===== src/rtl/led_pwm_bank.sv =====
// Multi-channel LED PWM bank. A shared prescaler, PWM counter and blink counter
// drive per-channel lanes that hold shadowed configuration applied only at period end.

module led_pwm_lane #(
  parameter int DUTY_W = 8
) (
  input  logic              clk,
  input  logic              reset,
  input  logic              wr_en,
  input  logic [1:0]        wr_mode,
  input  logic [DUTY_W-1:0] wr_duty,
  input  logic              period_end,
  input  logic [DUTY_W-1:0] pwm_cnt,
  input  logic              blink_phase,
  output logic              led,
  output logic              pending
);
  typedef struct packed {
    logic [1:0]        mode;
    logic [DUTY_W-1:0] duty;
  } cfg_t;

  cfg_t sh, act;
  logic led_nxt;

  always_comb begin
    led_nxt = 1'b0;
    unique case (act.mode)
      2'd0: led_nxt = 1'b0;
      2'd1: led_nxt = 1'b1;
      2'd2: led_nxt = (pwm_cnt < act.duty);
      2'd3: led_nxt = blink_phase && (pwm_cnt < act.duty);
      default: led_nxt = 1'b0;
    endcase
  end

  // A write can only land while not pending, so a write in the period_end cycle
  // is never copied on that same edge; it waits for the next boundary.
  always_ff @(posedge clk or posedge reset) begin
    if (reset) begin
      sh      <= '0;
      act     <= '0;
      pending <= 1'b0;
      led     <= 1'b0;
    end else begin
      if (wr_en) begin
        sh      <= '{mode: wr_mode, duty: wr_duty};
        pending <= 1'b1;
      end else if (period_end) begin
        pending <= 1'b0;
      end
      if (period_end && pending) act <= sh;
      led <= led_nxt;
    end
  end
endmodule

module led_pwm_bank #(
  parameter int NUM_CH    = 4,
  parameter int DUTY_W    = 8,
  parameter int PRESC_DIV = 391,
  parameter int BLINK_W   = 7,
  localparam int CH_W     = (NUM_CH > 1) ? $clog2(NUM_CH) : 1
) (
  input  logic              clk,
  input  logic              reset,
  input  logic              wr_valid,
  output logic              wr_ready,
  input  logic [CH_W-1:0]   wr_ch,
  input  logic [1:0]        wr_mode,
  input  logic [DUTY_W-1:0] wr_duty,
  output logic [NUM_CH-1:0] led,
  output logic [NUM_CH-1:0] pending,
  output logic              period_end
);
  localparam int PW = (PRESC_DIV > 1) ? $clog2(PRESC_DIV) : 1;
  localparam logic [PW-1:0] PRESC_LAST = PW'(PRESC_DIV - 1);

  logic [PW-1:0]      presc;
  logic               tick;
  logic [DUTY_W-1:0]  pwm_cnt;
  logic [BLINK_W-1:0] blink_cnt;
  logic               blink_phase;
  logic               in_range;
  logic               pend_sel;
  logic [NUM_CH-1:0]  wr_en;

  assign tick        = (presc == PRESC_LAST);
  assign period_end  = tick && (pwm_cnt == '1);
  assign blink_phase = blink_cnt[BLINK_W-1];

  always_ff @(posedge clk or posedge reset) begin
    if (reset) begin
      presc     <= '0;
      pwm_cnt   <= '0;
      blink_cnt <= '0;
    end else begin
      presc <= tick ? '0 : presc + PW'(1);
      if (tick)       pwm_cnt   <= pwm_cnt + DUTY_W'(1);
      if (period_end) blink_cnt <= blink_cnt + BLINK_W'(1);
    end
  end

  // Out-of-range channels are always ready so the writer never stalls on them.
  always_comb begin
    in_range = ({1'b0, wr_ch} < (CH_W+1)'(NUM_CH));
    pend_sel = 1'b0;
    for (int i = 0; i < NUM_CH; i++)
      if (wr_ch == CH_W'(i)) pend_sel = pending[i];
    wr_ready = in_range ? ~pend_sel : 1'b1;
  end

  for (genvar gi = 0; gi < NUM_CH; gi++) begin : g_lane
    assign wr_en[gi] = wr_valid && wr_ready && in_range && (wr_ch == CH_W'(gi));

    led_pwm_lane #(.DUTY_W(DUTY_W)) u_lane (
      .clk        (clk),
      .reset      (reset),
      .wr_en      (wr_en[gi]),
      .wr_mode    (wr_mode),
      .wr_duty    (wr_duty),
      .period_end (period_end),
      .pwm_cnt    (pwm_cnt),
      .blink_phase(blink_phase),
      .led        (led[gi]),
      .pending    (pending[gi])
    );
  end
endmodule


===== config.mk =====
export PLATFORM = sky130hd
export DESIGN_NAME = led_pwm_bank
export DESIGN_NICKNAME = d
export VERILOG_FILES = /design/src/rtl/led_pwm_bank.sv
export SDC_FILE = /design/constraint.sdc
export NUM_CORES = 1
export LEC_CHECK = 0
export ABC_AREA = 1
export CAP_MARGIN = 20
export CORE_UTILIZATION = 30
export CTS_CLUSTER_DIAMETER = 100
export DETAILED_ROUTE_END_ITERATION = 6
export MAX_ROUTING_LAYER = met4
export PLACE_DENSITY = 0.49
export SLEW_MARGIN = 40
export SYNTH_ARGS = -nofsm -noshare
export SYNTH_HDL_FRONTEND = slang
export SYNTH_SLANG_ARGS = --single-unit

===== constraint.sdc =====
create_clock -name clk -period 8.5 [get_ports clk]
set_input_delay 1.7 -clock clk [delete_from_list [all_inputs] [get_ports clk]]
set_output_delay 1.7 -clock clk [all_outputs]
set_load 0.05 [all_outputs]

==> results by group <==
Min path
  • Min-Delay Path Class: flip-flop to flip-flop
  • Start point of the worst hold path: g_lane[3].u_lane.act[9]
  • Capture endpoint of the worst hold path: g_lane[3].u_lane.act[9]
  • Cell depth of the worst min-delay path: 2

Final layout
  • Post-route cell area: 6480 sq um
  • Count of antenna diodes in the layout: 0
  • Fill cell total of the finished layout: 2,010
  • Area Overhead vs Synth: 11.1%
  • Share of post-route cells with drive strength above 1: 6.50%
  • Seq. cell area: 2800 sq um
  • Multi-input logic area: 2520 sq um
  • Nets: 750
  • Fraction of the core area covered by cells at the end of the flow: 34.3%

Synth
  • Fraction of the mapped netlist area in simple logic gates: 30.9%
  • Count of yosys warnings during synthesis: 0
  • Multiplexer share of the synthesized area: 1.93%
  • Proportion of synthesized chip area in sequential cells: 48.1%
  • Xor-xnor portion of the synthesized cell area: 1.35%
  • Number of different library cells in the post-synthesis netlist: 28
  • Area of the mapped netlist: 5830 sq um
  • Synthesized net count: 746
  • Share of synthesized cell area in full adder, half adder and majority cells: 6.87%
  • Compound-cell area share of the yosys netlist: 2.23%
  • Mean instance size in the synthesized netlist: 8.34 sq um
  • Post-synthesis sequential element count: 112
  • Dominant combinational cell family by area after synthesis: simple AND/OR/NAND/NOR gates
  • Count of mapped cells out of synthesis: 699

Setup path
  • Register-to-register setup slack: 6240 ps
  • Cell family with the largest share of critical-path delay: buffers and inverters
  • Slowest CP cell: clkdlybuf4s50_1
  • Critical path class: input port to primary output
  • Worst setup startpoint: wr_ch[1]
  • FF-to-FF path depth: 6
  • Sort of element at the end of the critical path: primary output
  • Reg-to-reg endpoint: g_lane[2].u_lane.sh[2]
  • Worst path buffer plus inverter count: 2
  • Cell type with the highest occurrence count on the critical path: clkdlybuf4s50_1
  • Cells along the critical path: clkdlybuf4s50_1, nor2_1, nand2_1, nand3_1, nand2_2, clkdlybuf4s50_1
  • Crit Reg-Reg Startpoint: g_lane[1].u_lane.pending
  • CP Launch Type: input port
  • Worst EP arrival: 4160 ps
  • Biggest fanout along the worst timing path: 34
  • WP data required: 6800 ps
  • Peak per-stage delay on the critical path: 830 ps

Clocking
  • Quantity of gates resized following cts: 0
  • CTS Hold Buffers Added: 0
  • Clock tree from TritonCTS: done
  • Worst-skew pair later-pin latency: 360 ps
  • Clock slew at the register clock pins of the worst setup and hold paths: 80 ps
  • Clock root buffer: clkbuf_16
  • Number of buffers inserted during clock tree synthesis: 9
  • Maximum number of buffers from clock root to sink: 2
  • Number of buffers inserted by post-CTS setup repair: 0
  • Depth of the CTS H-tree: 3
  • Clock sinks: 112

Floorplan
  • Die ar.: 20,000 sq um
  • Io pins: 25
  • Chip Height: 141 um
  • Area inside the core boundary: 18,900 sq um
  • Starting density of the core: 30.9%
  • Horizontal extent of the die: 141 um
  • Row count: 50

STA
  • Worst-case clock skew: 12.4 ps
  • Final hold viol count: 0
  • Post-route fraction of the period consumed by the critical path: 69.0%
  • Final max-slew violation count: 0
  • Worst-case headroom to the max-slew limit: 52.7%
  • Setup TNS: 0 ps
  • Worst slack on hold paths: 472 ps
  • Maximum operating frequency: 0.171 GHz
  • Setup violators final: 0
  • Post-layout minimum cycle time: 5860 ps
  • Worst slew pin tran: 707 ps
  • RSZ-0062 raised after global routing: false

Power and ir drop
  • Static Leak: 0.00336 uW
  • Worst-case vdd ir drop: 0.0922 mV
  • Total power per unit cell area: 164 nW/um^2

Drt
  • Number of design-rule violations left by the first detailed-router iteration: 298
  • Post-detailed-route wirelength per cell: 13.8 um
  • Via Count: 4,383
  • Total Routed Length: 13,400 um
  • Post-DRT Antenna Nets: 0
  • Average via count per standard cell: 4.53
  • Residual DRC count: 0
  • Drt first pass iters: 4

Run status
  • Result of the run: complete, no violations

Global routing
  • First-pass GRT wire length: 22,200 um
  • Maximum number of pins on one net before global-route repair: 72
  • Antenna violations before repair: 0
  • Number of global-route vias before repair: 4,256
  • Global-route usage over all layers: 15.0%
  • GR Overflow Total: 0

Job
  • Number of violations of the max-capacitance limit: 0

Placed design
  • Routability congestion estimate: 0.816
  • Port Buffer Count: 24
  • Post-detailed-placement cell area: 6190 sq um
  • Post-DP HPWL: 9530 um
[through the flow]
stage	setup slack, ps	std cells	total power, uW
floorplan	3840	699	628
global placement	2770	952	653
detailed placement	2650	952	656
CTS	2650	968	1080
global route	2400	968	1110
finish	2640	968	1060
[layout make-up]
class / count / area share (%)
clock inverters: 6 / 0.946
well taps: 260 / 5.02
clock buffers: 10 / 3.53
flip-flops and latches: 112 / 43.3
multi-input cells: 478 / 38.9
inverters: 77 / 4.50
repair buffers: 25 / 3.80
[cell families after synthesis]
group / Yosys count
AND/OR/NAND/NOR: 401
flip-flops: 112
buffers and inverters: 109
adder cells (fa/ha/maj): 32
AO/OA/AOI/OAI: 26
multiplexers: 10
XOR/XNOR: 9
[tightest hold or removal path: stages, from the launching register on]
cell     delay (ps)
dfrtp_1         340
nand2_1          60
nand2_1          40
[placed cells by master (no fill, tap or decap), types with 2 or more instances in the layout]
cell             instances
nor3_1                   6
nor2_1                  33
mux2_2                  10
nand2_2                  4
a21oi_1                 13
xnor2_1                  3
inv_1                   72
nand3_4                  5
inv_2                    4
xor2_1                   6
clkdlybuf4s50_1         23
inv_6                    2
ha_1                    32
nand3_1                 59
dfrtp_1                112
clkbuf_16                9
nand2_1                255
nor2_8                   2
o21ai_0                 12
nand4_1                 32
[Yosys cell counts]
cell type  number  share of area (%)
a21oi_1        13                1.1
buf_2          10               0.86
buf_4           9                1.2
buf_6           6                1.2
clkbuf_1        6               0.39
clkbuf_4        1               0.13
dfrtp_1       112                 48
ha_1           32                6.9
inv_1          73                4.7
inv_2           4               0.26
mux2_2         10                1.9
nand2_1       255                 16
nand2_2         4               0.43
nand3_1        59                5.1
nand3_2         1               0.17
nand3_4         5                1.5
nand3b_1        1               0.13
nand4_1        32                3.4
nor2_1         33                2.1
nor2_2          1               0.11
nor2_4          1               0.19
nor2_8          2               0.69
nor3_1          6               0.52
nor3b_1         1               0.13
o21ai_0        12                1.0
o21ai_1         1              0.086
xnor2_1         3               0.45
xor2_1          6               0.90
[worst max-delay path by stage]
stage	depth (start not counted)	end	slack (ps)
5_1_grt	6	wr_ready	2400
4_1_cts	6	wr_ready	2650
3_3_place_gp	6	wr_ready	2770
3_5_place_dp	6	wr_ready	2650
2_1_floorplan	1	blink_cnt[0]	3840
6_report	6	wr_ready	2640
[report_power, final]
part / switching (uW) / internal (uW)
logic: 39.2 / 19.6
registers: 21.4 / 564
clock network: 213 / 207
total: 274 / 790
[registers in the layout (all words and copies together) (netlist names)]
register and count:
blink_cnt 7, g_lane.u_lane.act 40, g_lane.u_lane.led 4, g_lane.u_lane.pending 4, g_lane.u_lane.sh 40, presc 9
pwm_cnt 8
[metal layers]
| metal | up-vias | GRT usage (%) | part of all wire, % |
|---|---|---|---|
| met1 | 2065 | 20.1 | 51 |
| met4 | 0 | 4.87 | 1.7 |
| met5 | - | - | 0 |
| met3 | 14 | 3.14 | 2.9 |
| met2 | 68 | 22.5 | 45 |
| li1 | 2236 | - | - |
Note: power is estimated with default switching activity, not from simulation.
